===== src/rtl/dmem_arbiter.sv =====
// Two-port round-robin arbiter and sequencer for the shared data memory.
// Grant locking is compiled in only when DMEM_ARB_LOCK_EN is defined.
module dmem_arbiter #(
  parameter int READ_LAT = 1,
  parameter int LOCK_MAX = 4
) (
  input  logic       clk,
  input  logic       rst,
  input  logic       p0_req,
  input  logic       p1_req,
  input  logic [7:0] p0_cmd,
  input  logic [7:0] p1_cmd,
  input  logic [7:0] p0_addr,
  input  logic [7:0] p1_addr,
  input  logic [7:0] p0_wdata,
  input  logic [7:0] p1_wdata,
  input  logic       p0_lock,
  input  logic       p1_lock,
  output logic       p0_gnt,
  output logic       p1_gnt,
  output logic       p0_done,
  output logic       p1_done,
  output logic [7:0] p0_rdata,
  output logic [7:0] p1_rdata,
  output logic [7:0] mem_cmd,
  output logic [7:0] mem_addr,
  output logic [7:0] mem_wdata,
  input  logic [7:0] mem_rdata,
  output logic       busy
);
  localparam logic [7:0] CMD_IDLE  = 8'h00;
  localparam logic [7:0] CMD_READ  = 8'h01;
  localparam logic [7:0] CMD_WRITE = 8'h02;

  typedef enum logic [1:0] {IDLE, ISSUE, WAIT, DONE} state_t;
  state_t state_reg, state_next;

  logic            owner_reg;
  logic            ptr_reg;
  logic            ok_reg;
  logic            rd_reg;
  logic [2:0]      lat_cnt_reg;
  logic [7:0]      mem_cmd_reg;
  logic [7:0]      mem_addr_reg;
  logic [7:0]      mem_wdata_reg;
  logic [1:0][7:0] rdata_reg;

  logic [1:0]      req;
  logic [1:0][7:0] cmd_in;
  logic [1:0][7:0] addr_in;
  logic [1:0][7:0] wdata_in;
  logic            grant_valid;
  logic            grant_port;
  logic            lock_hold;
  logic [7:0]      sel_cmd;
  logic            sel_ok;

  assign req      = {p1_req, p0_req};
  assign cmd_in   = {p1_cmd, p0_cmd};
  assign addr_in  = {p1_addr, p0_addr};
  assign wdata_in = {p1_wdata, p0_wdata};
  assign sel_cmd  = cmd_in[grant_port];
  assign sel_ok   = (sel_cmd == CMD_READ) || (sel_cmd == CMD_WRITE);

`ifdef DMEM_ARB_LOCK_EN
  localparam int LCW = $clog2(LOCK_MAX + 1);
  logic           lock_active_reg;
  logic [LCW-1:0] lock_cnt_reg;
  logic           owner_lock;

  assign owner_lock = owner_reg ? p1_lock : p0_lock;
  assign lock_hold  = lock_active_reg && req[owner_reg];

  // The pointer already favours the other port on every release path.
  always_ff @(posedge clk) begin
    if (rst) begin
      lock_active_reg <= 1'b0;
      lock_cnt_reg    <= '0;
    end else if (state_reg == DONE) begin
      if (owner_lock && (int'(lock_cnt_reg) + 1 < LOCK_MAX)) begin
        lock_active_reg <= 1'b1;
        lock_cnt_reg    <= lock_cnt_reg + 1'b1;
      end else begin
        lock_active_reg <= 1'b0;
        lock_cnt_reg    <= '0;
      end
    end else if (state_reg == IDLE && lock_active_reg && !req[owner_reg]) begin
      lock_active_reg <= 1'b0;
      lock_cnt_reg    <= '0;
    end
  end
`else
  logic unused_lock;
  assign unused_lock = p0_lock ^ p1_lock ^ (LOCK_MAX < 1);
  assign lock_hold   = 1'b0;
`endif

  always_comb begin
    grant_valid = 1'b0;
    grant_port  = ptr_reg;
    if (lock_hold) begin
      grant_valid = 1'b1;
      grant_port  = owner_reg;
    end else if (req[ptr_reg]) begin
      grant_valid = 1'b1;
      grant_port  = ptr_reg;
    end else if (req[~ptr_reg]) begin
      grant_valid = 1'b1;
      grant_port  = ~ptr_reg;
    end
  end

  always_comb begin
    state_next = state_reg;
    case (state_reg)
      IDLE:    if (grant_valid) state_next = ISSUE;
      ISSUE:   state_next = ok_reg ? WAIT : DONE;
      WAIT:    if (lat_cnt_reg == 3'd1) state_next = DONE;
      DONE:    state_next = IDLE;
      default: state_next = IDLE;
    endcase
  end

  // The memory bus is registered at grant so it is valid exactly in ISSUE.
  always_ff @(posedge clk) begin
    if (rst) begin
      state_reg     <= IDLE;
      owner_reg     <= 1'b0;
      ptr_reg       <= 1'b0;
      ok_reg        <= 1'b0;
      rd_reg        <= 1'b0;
      lat_cnt_reg   <= 3'd0;
      mem_cmd_reg   <= CMD_IDLE;
      mem_addr_reg  <= 8'h00;
      mem_wdata_reg <= 8'h00;
      rdata_reg     <= '0;
    end else begin
      state_reg   <= state_next;
      mem_cmd_reg <= CMD_IDLE;
      case (state_reg)
        IDLE: begin
          if (grant_valid) begin
            owner_reg <= grant_port;
            ok_reg    <= sel_ok;
            rd_reg    <= (sel_cmd == CMD_READ);
            if (sel_ok) begin
              mem_cmd_reg   <= sel_cmd;
              mem_addr_reg  <= addr_in[grant_port];
              mem_wdata_reg <= wdata_in[grant_port];
            end
          end
        end
        ISSUE: begin
          lat_cnt_reg <= 3'(READ_LAT);
          if (!ok_reg) rdata_reg[owner_reg] <= 8'h00;
        end
        WAIT: begin
          lat_cnt_reg <= lat_cnt_reg - 3'd1;
          if (lat_cnt_reg == 3'd1 && rd_reg) rdata_reg[owner_reg] <= mem_rdata;
        end
        DONE: ptr_reg <= ~owner_reg;
        default: ;
      endcase
    end
  end

  logic [1:0] gnt_vec;
  logic [1:0] done_vec;
  for (genvar gi = 0; gi < 2; gi++) begin : g_port
    assign gnt_vec[gi]  = (state_reg != IDLE) && (owner_reg == 1'(gi));
    assign done_vec[gi] = (state_reg == DONE) && (owner_reg == 1'(gi));
  end

  assign p0_gnt    = gnt_vec[0];
  assign p1_gnt    = gnt_vec[1];
  assign p0_done   = done_vec[0];
  assign p1_done   = done_vec[1];
  assign p0_rdata  = rdata_reg[0];
  assign p1_rdata  = rdata_reg[1];
  assign mem_cmd   = mem_cmd_reg;
  assign mem_addr  = mem_addr_reg;
  assign mem_wdata = mem_wdata_reg;
  assign busy      = (state_reg != IDLE);
endmodule


===== config.mk =====
export PLATFORM = sky130hd
export DESIGN_NAME = dmem_arbiter
export DESIGN_NICKNAME = d
export VERILOG_FILES = /design/src/rtl/dmem_arbiter.sv
export SDC_FILE = /design/constraint.sdc
export NUM_CORES = 1
export LEC_CHECK = 0
export CAP_MARGIN = 20
export CELL_PAD_IN_SITES_DETAIL_PLACEMENT = 1
export CELL_PAD_IN_SITES_GLOBAL_PLACEMENT = 2
export CORE_ASPECT_RATIO = 1.2
export CORE_UTILIZATION = 22
export CTS_BUF_LIST = sky130_fd_sc_hd__clkbuf_4
export DETAILED_ROUTE_END_ITERATION = 8
export PLACE_DENSITY_LB_ADDON = 0.1
export RECOVER_POWER = 100
export SLEW_MARGIN = 20
export SYNTH_ARGS = -nofsm -noshare
export SYNTH_HDL_FRONTEND = slang
export SYNTH_SLANG_ARGS = --single-unit

===== constraint.sdc =====
create_clock -name clk -period 1.9 [get_ports clk]
set_input_delay 0.38 -clock clk [delete_from_list [all_inputs] [get_ports clk]]
set_output_delay 0.38 -clock clk [all_outputs]
set_load 0.05 [all_outputs]

======== After elaboration in Yosys (flattened, before gate mapping) ========
Cells that the tools add are included.
Widths: inputs -> output; s select.
word-level totals
  bits in registers ....................... 49
  word-level logic and storage cells ...... 74
  output and inout port bits .............. 45
  input bits .............................. 62
operators by class
  multiplexer cells ....................... 25
  reductions and logical operators ........ 15
  $lt $le $gt $ge ......................... 5
  bitwise logic cells ..................... 7
  $add $sub $neg .......................... 1
  equal/unequal tests ..................... 10
operators by type and width
  cell                 number
  $mux 8               7
  $mux 16              2
  $pmux 16 s2          1
  $and 16x16->16       1
  $bwmux 16            1
  $not 16->16          1
  $mux 1               9
  $demux 8 s1          1
  $eq 8x1->1 const B   1
  $eq 8x2->1 const B   1
  $lt 1x2->1 const B   4
  $ne 2x2->1 const B   4
  $pmux 2 s4           1
  $logic_and 1x1->1    6
  $pmux 3 s2           1
  $reduce_and 3->1     2
  $not 1->1            5
  $eq 2x2->1 const B   2
  $mux 2               2
  $reduce_and 2->1     2
  $reduce_bool 2->1    2
  $reduce_or 4->1      1
  $eq 3x1->1 const B   1
  $sub 3x1->3 const B  1
  4 further kinds      4

======== Depth between registers and ports, before layout ========
Gate-level depths: netlist of run 1.
  depth after elaboration ................. 11
  gate-level depth with buffers ........... 8
  mapped depth without buffers ............ 7

======== Worst setup path before layout of run 1 ========
OpenSTA, ideal clock, no wires.
  kind .................................... input to register
  start point ............................. in p1_req
  end point ............................... reg mem_addr_reg[2] (netlist: mem_addr[2])
  stages .................................. 6
  arrival time ............................ 1.863 ns
  data required time ...................... 1.779 ns
  path buffers ............................ 1
  slack ................................... -0.084 ns
  cells stage by stage .................... nand2b_2 -> a211o_1 -> o211a_1 -> o211ai_4 -> buf_6 -> mux2_4
between the ends
  cells in the longest elaborated chain, start to end .. 9
  elaborated cells between the ends (all ways) .. 16
RTL lines
  element                                    line  text
  from (decl)                                10    input logic p1_req,
  $mux 1 (implied by the code) (2 in a row)  107   end else if (req[~ptr_reg]) begin
  $mux 1                                     107
  $mux 1                                     104   end else if (req[ptr_reg]) begin
  $mux 8 (implied by the code) (2 in a row)  62    assign sel_cmd = cmd_in[grant_port];
  $eq 8x1->1 or $eq 8x2->1 (tied branches)   63    assign sel_ok = (sel_cmd == CMD_READ) || (sel_cmd == CMD_WRITE);
  $logic_or 1x1->1                           63
  $reduce_and 3->1 (no line)                 --
  to (signal assigned)                       148   mem_addr_reg <= addr_in[grant_port];
  to (decl)                                  44    logic [7:0] mem_addr_reg;
Parallel ways exist; a longest one is shown, timed or not. The select of a mux whose other input is x is not followed.
A chain may end at the register's enable or synchronous reset.

======== Final worst setup path of run 1 ========
  start point ............................. in p1_cmd[1]
  end point ............................... reg mem_wdata_reg[7] (netlist: mem_wdata[7])
between the ends
  cells in the longest elaborated chain, start to end .. 5
  elaborated cells between the ends (all ways) .. 6
RTL lines
  element                                      line  text
  from (decl)                                  12    input logic [7:0] p1_cmd,
  $mux 8 (implied by the code) * (2 in a row)  62
  $eq 8x1->1 or $eq 8x2->1 (tied branches)     63
  $logic_or 1x1->1 *                           63
  $reduce_and 3->1 (no line) *                 --
  to (signal assigned)                         149   mem_wdata_reg <= wdata_in[grant_port];
  to (decl)                                    45    logic [7:0] mem_wdata_reg;
Every way passes the cells marked *; elsewhere a longest branch is shown, timed or not. The select of a mux whose other input is x is not followed.

==> out/metrics.yaml, run 1 <==
synth:
  synth_commonest_cells: "49 x dfxtp_1, 41 x nor2_1, 34 x mux2i_1, 24 x nor2b_1, 10 x mux2_2"
  syn_area_per_cell_um2: 9.74
  synth_async_sr_flop_share_pct: 0
  yosysTopAreaCellShare_pct: 40.6
  mappedNetlistArea_um2: 2410
  synth_mux_area_share_pct: 23.1
  synth-compound-area-share_pct: 8.60
  yosys.area_share.simple_pct: 20.4
  synth_area_leaders: "dfxtp_1 41%, mux2i_1 14%, nor2_1 6.4%, nor2b_1 6.2%, mux2_2 4.7%"
  synth_flop_cell: "dfxtp_1"
  yosys_warnings: 0
  yosys.area_share.xor_xnor_pct: 0
  synthMostInstantiatedCell: "dfxtp_1"
  ys_ff_latch: 49
  synth_top_family_by_area: "multiplexers"
  synth_top_area_cell: "dfxtp_1"
  synthAdderAreaFrac_pct: 3.11
  synth_cells: 248
  yosysUniqueCellTypes: 42
  synth_edf_count: 0
  ys_seq_area_share_pct: 40.6
power:
  p_int_mw: 1.98
  p_per_area_nw_per_um2: 824
  clkPwrFrac_pct: 21.4
  seq_power_share_pct: 36.7
  leakage_nw: 1.71
  pwr-share-comb_pct: 41.9
  peakVddDrop_mv: 0.357
  switching_share_pct: 36.7
  switching_power_mw: 1.15
finish:
  final_nets: 442
  regArea_um2: 988
  final_area_um2: 3790
  synthToLayoutAreaGrowth_pct: 57.0
  multiInputGateArea_um2: 1390
  num_antenna_cells: 0
  postLayoutCoreUtil_pct: 35.7
  drive_gt1_share_pct: 18.7
  nFillCells: 1219
global_route:
  antenna_found_initial: 0
  grt_util_met1_pct: 15.1
  grt_pass1_wl_um: 11400
  met3_usage_pct: 3.74
  grt_pass1_vias: 2310
  grt-busiest-layer: "met2"
  grt_max_degree: 35
  overflow: 0
  use_met2_pct: 21.8
  grt_util_all_layers_pct: 12.7
drt:
  drcViolationCount: 22
  drt.antenna.violating_nets: 0
  wl_per_cell_um: 13.8
  drtPass1Iterations: 5
  viasPerCell: 4.29
  drt_iter0_drc: 48
  wirelength_um: 6940
  route.vias.total: 2163
placed_design:
  placed_cell_area_um2: 3760
  pre_cts_ws_ps: -601
  gp_congestion: 0.673
  place.detailed.hpwl_um: 5080
  io_buffers: 104
clock_tree:
  clock_path_buffers: 2
  clkSinkCount: 49
  clkLatencyLatePin_ps: 390
  cts_hold_buf: 0
  clkTransAtPathRegs_ps: 150
  root_buffer: "clkbuf_4"
  htree_levels: 2
  numCtsBuffers: 5
  cts_tree: "built"
floorplan:
  fp.dieArea_um2: 11400
  ios: 107
  die_h_um: 117
  die_w_um: 97.6
  placementRows: 41
  core-area_um2: 10600
  start_util_pct: 22.7
timing:
  slew_viol_final: 0
  fin_skew_ps: 12.6
  finalSetupViolCount: 0
  worstMarginPinSlew_ps: 665
  period_needed_ps: 1850
  hold_ws_ps: 480
  fin_crit_sh_pct: 97.3
  hold_viol_final: 0
  slew_headroom_pct: 55.9
  fin_ws_ps: 51.9
  max_freq_ghz: 0.541
worst_setup_path:
  max_stage_delay_ps: 490
  path_max_fanout: 10
  worstPathRequired_ps: 2180
  start_kind: "primary input"
  critical-path-slowest-cell: "clkdlybuf4s50_1"
  critPathCaptureType: "flop"
  crit_chain: "clkdlybuf4s50_1 > nand2b_1 > o22ai_2 > o211a_1 > o211ai_4 > clkbuf_16 > mux2_1"
  crit_arrival_ps: 2130
  critical_path_class: "in -> reg"
  path_delay_family: "buffers and inverters"
  r2r_slack_ps: 60
  path_buf_inv: 2
outcome:
  status: "complete, but fails checks"
  violations: "design-rule violations"
job:
  maxCapViolCount: 0
hold_path:
  hp-class: "reg -> reg"
==> repair_timing <==
action,4_1_cts,5_1_grt
endpoints found under the setup margin,50,21
cloned,1,0
resized for setup,42,15
pin swaps,2,6
hold endpoints to repair,0,0
buffers inserted,2,3
==> tightest hold or removal path: cells and delay by family (launching register included) <==
| kind | cells | cell delay (ps) |
|---|---|---|
| flip-flops | 1 | 350 |
| AND/OR/NAND/NOR | 1 | 60 |
| AO/OA/AOI/OAI | 1 | 50 |
==> final timing paths <==
kind,cells past startpoint,from,endpoint
hold reg to reg,2,rd_reg,rd_reg
hold / removal,2,rd_reg,rd_reg
setup reg to reg,6,ptr_reg,mem_wdata[7]
setup / recovery,7,p1_cmd[1],mem_wdata[7]
==> placed cells by master (no fill, tap or decap), drive strengths merged, types with 2 or more instances in the layout <==
cell type	netlist	final
clkdlybuf4s50	0	56
dfxtp	49	49
nor2	41	41
mux2i	34	34
dlygate4sd2	0	29
buf	5	26
nor2b	24	24
clkbuf	8	21
mux2	17	17
inv	9	10
and2	9	9
conb	1	6
ha	6	6
nand2	5	5
o21ai	5	5
a21oi	4	4
nand2b	4	4
nor4	3	3
a211oi	3	3
nand3	2	2
o22ai	2	2
a2111oi	2	2
==> power by group through the flow <==
stage	clock (mW)	combinational, mW	sequential [mW]
finish	0.668	1.31	1.15
floorplan	0	0.691	1.25
global route	0.746	1.43	1.16
global placement	0	1.33	1.17
CTS	0.714	1.39	1.16
detailed placement	0	1.34	1.18
==> stage by stage <==
step	cells	TNS [ps]	power (mW)
final	504	0	3.12
after global routing	504	-5.08	3.34
after CTS	503	-80.1	3.26
after detailed placement	492	-10910	2.52
after global placement	492	-10290	2.51
after floorplan	253	-82.7	1.94
==> metal layers <==
| layer | share of wire (%) | up-vias | routed length (um) |
|---|---|---|---|
| met5 | 0 | - | 0 |
| li1 | - | 1086 | - |
| met2 | 47 | 71 | 3270 |
| met1 | 44 | 1000 | 3080 |
| met3 | 7.1 | 6 | 495 |
| met4 | 1.4 | 0 | 98 |
==> kinds of logic after synthesis <==
| group | count (synthesis) |
|---|---|
| and+or+nand+nor | 95 |
| buffers and inverters | 22 |
| DFF | 49 |
| other | 1 |
| muxes | 51 |
| AOI/OAI and AO/OA | 24 |
| adders and majority gates | 6 |
==> layout make-up <==
cell class              instances  share of cell area, %
inverters                       9                  0.891
well taps                     129                   4.26
multi-input cells             182                   36.7
clock inverters                 3                   1.32
repair buffers                127                   29.8
clock buffers                   5                  0.990
flip-flops and latches         49                   26.1
Power figures use the tool's default switching activity.
==> run 2, diff against run 1 <==
--- a/config.mk
+++ b/config.mk
@@ -9,7 +9,7 @@
 export CELL_PAD_IN_SITES_DETAIL_PLACEMENT = 1
 export CELL_PAD_IN_SITES_GLOBAL_PLACEMENT = 2
 export CORE_ASPECT_RATIO = 1.2
-export CORE_UTILIZATION = 22
+export CORE_UTILIZATION = 25
 export CTS_BUF_LIST = sky130_fd_sc_hd__clkbuf_4
 export DETAILED_ROUTE_END_ITERATION = 8
 export PLACE_DENSITY_LB_ADDON = 0.1
==> constraint.sdc (replaced) <==
create_clock -name clk -period 2 [get_ports clk]
set_input_delay 0.4 -clock clk [delete_from_list [all_inputs] [get_ports clk]]
set_output_delay 0.4 -clock clk [all_outputs]
set_load 0.05 [all_outputs]
==> run 2 against run 1 <==
The flow now finishes without violations. First-iteration DRC count shrank 27%. Via count shrank 0.88%. Core utilization grew 4.4 points. Worst setup slack gained 20 ps. Sequential power shrank 4%. Combinational power shrank 11%. Die area shrank 12%. Register-to-register slack gained 120 ps. Highest routed layer unchanged.
==> out/metrics.yaml, run 2 (synthesis results as in run 1) <==
outcome:
  status: "finished clean"
finish:
  final_nets: 437  # -1.1%
  synthToLayoutAreaGrowth_pct: 53.3
  finalNonFillerCells: 490  # -2.8%
  layout_common_cells: "79 x clkdlybuf4s50_1, 47 x dfxtp_1, 41 x nor2_1"
  final_common_cell: "clkdlybuf4s50_1"
  nFillCells: 1086  # -11%
  drive_gt1_share_pct: 15.7  # -3.0 points
  num_antenna_cells: 0  # unchanged
  final_area_um2: 3700  # -2.4%
global_route:
  grt_max_degree: 35  # unchanged
  antenna_found_initial: 0  # unchanged
  grt_util_all_layers_pct: 13.6  # +0.88 points
  grt_pass1_vias: 2183  # -5.5%
  overflow: 0  # unchanged
  grt_pass1_wl_um: 10700  # -5.8%
timing:
  period_needed_ps: 1930
  fin_skew_ps: 10.1  # -2.44 ps
  slew_viol_final: 0  # unchanged
  max_freq_ghz: 0.519
  fin_crit_sh_pct: 96.4
  worstMarginPinSlew_ps: 682  # +17.3 ps
  fin_setup_tns_ps: 0  # unchanged
  hold_viol_final: 0  # unchanged
  finalSetupViolCount: 0  # unchanged
  slew_headroom_pct: 54.7  # -1.2 points
worst_setup_path:
  path_max_fanout: 2  # -8
  path_delay_family: "buffers and inverters"
  worstPathRequired_ps: 1600  # -580 ps
  crit_cells: 1  # -6
  max_stage_delay_ps: 800  # +310 ps
  reg2regPathDepth: 7  # +1
  path_buf_inv: 1  # -1
  crit_arrival_ps: 1530  # -600 ps
  worstReg2RegStart: "ptr_reg"
  critPathCaptureType: "primary output"
  crit_chain: "clkdlybuf4s50_1"
  start_kind: "flop"
  r2r-end: "mem_cmd[0]"
  critical-path-slowest-cell: "clkdlybuf4s50_1"
  r2r_slack_ps: 180  # +120 ps
  critical_path_class: "reg -> out"
job:
  maxCapViolCount: 0  # unchanged
power:
  leakage_nw: 1.54  # -9.9%
  p_per_area_nw_per_um2: 733  # -11%
  peakVddDrop_mv: 0.302  # -15%
drt:
  drcViolationCount: 0  # -100%
  viasPerCell: 4.38  # +2.0%
  wirelength_um: 6550  # -5.6%
  route.vias.total: 2144  # -0.88%
  drtPass1Iterations: 3  # -2
  drt.antenna.violating_nets: 0  # unchanged
  wl_per_cell_um: 13.4  # -2.9%
  drt_iter0_drc: 35  # -27%
floorplan:
  ios: 107  # unchanged
  start_util_pct: 26.2  # +3.4 points
  placementRows: 38  # -7.3%
  core-area_um2: 9220  # -13%
  fp.dieArea_um2: 10100  # -12%
  die_w_um: 91.7  # -6.1%
  die_h_um: 110  # -6.1%
hold_path:
  min_to: "rd_reg"
  hp-class: "reg -> reg"
  hold_start: "rd_reg"
  min_path_cells: 2  # unchanged
clock_tree:
  htree_levels: 2  # unchanged
  root_buffer: "clkbuf_4"
  clkTransAtPathRegs_ps: 140  # about the same
  clkSinkCount: 49  # unchanged
  cts_hold_buf: 0  # unchanged
  numCtsBuffers: 5  # unchanged
  cts_tree: "built"
  clock_path_buffers: 2  # unchanged
  clkLatencyLatePin_ps: 360  # -30 ps
placed_design:
  place.detailed.hpwl_um: 4970  # -2.1%
  gp_congestion: 0.686  # +1.9%
  dp.cells: 482  # -2.0%
  io_buffers: 104  # unchanged
  placed_cell_area_um2: 3760  # about the same
run 2: cell types whose count changed in the layout (fill, tap and decap cells not counted), sizes merged:
cell	previous run	this run
bufinv	1	0
clkdlybuf4s50	56	79
clkdlybuf4s15	0	1
clkinv	1	2
inv	10	9
dlygate4sd2	29	1
clkinvlp	0	1
buf	26	20
clkbuf	21	26
run 2: where the power goes:
group          switching (mW)  internal [mW]
Clock                   0.313          0.133
Sequential             0.0576           1.04
Combinational           0.643          0.524
run 2: worst max-delay path by stage:
stage | from | endpoint | slack (ps)
after floorplan | p1_req | mem_addr[2] | 5
after global placement | p0_req | mem_addr[1] | -470
after detailed placement | p1_req | mem_wdata[1] | -510
after CTS | p1_rdata[6] | p1_rdata[6] | 5
after global routing | p0_rdata[2] | p0_rdata[2] | -5
final | p0_rdata[3] | p0_rdata[3] | 70
run 2: what timing repair did:
item                       CTS  global route
pin swaps                    3             0
setup buffers                0             0
resized for setup           10            22
setup endpoints to repair   18            21
run 2: area by class of cell:
cell class	instances	area (um^2)	area share, %
clock buffer	5	37.5	1.01
tap	120	150	4.06
sequential	49	983	26.6
inverter	9	33.8	0.913
multi-input combinational	182	1380	37.4
clock inverter	3	17.5	0.473
timing repair buffer	122	1100	29.6
run 2: tightest hold or removal path, cell delays in order, from the launching register on:
cell and delay (ps):
dfxtp_1 350, nand2_1 60, a21oi_1 50
run 2: metal layers:
layer	track usage (%)	part of all wire (%)	vias up	routed length (um)
li1	-	-	1073	-
met1	16.3	45	1001	2920
met2	23.6	48	64	3140
met3	3.87	6.2	6	405
met4	4.02	1.4	0	89
met5	0	0	-	0
run 2: per-stage QoR:
step	total power [mW]	utilization, %	setup slack, ps	hold slack, ps
global route	2.92	40.1	-4.68	520
finish	2.71	40.1	71.9	485
CTS	2.85	41.7	5.22	492
detailed placement	2.36	40.7	-512	476
global placement	2.35	40.7	-466	459
floorplan	1.84	-	4.97	429
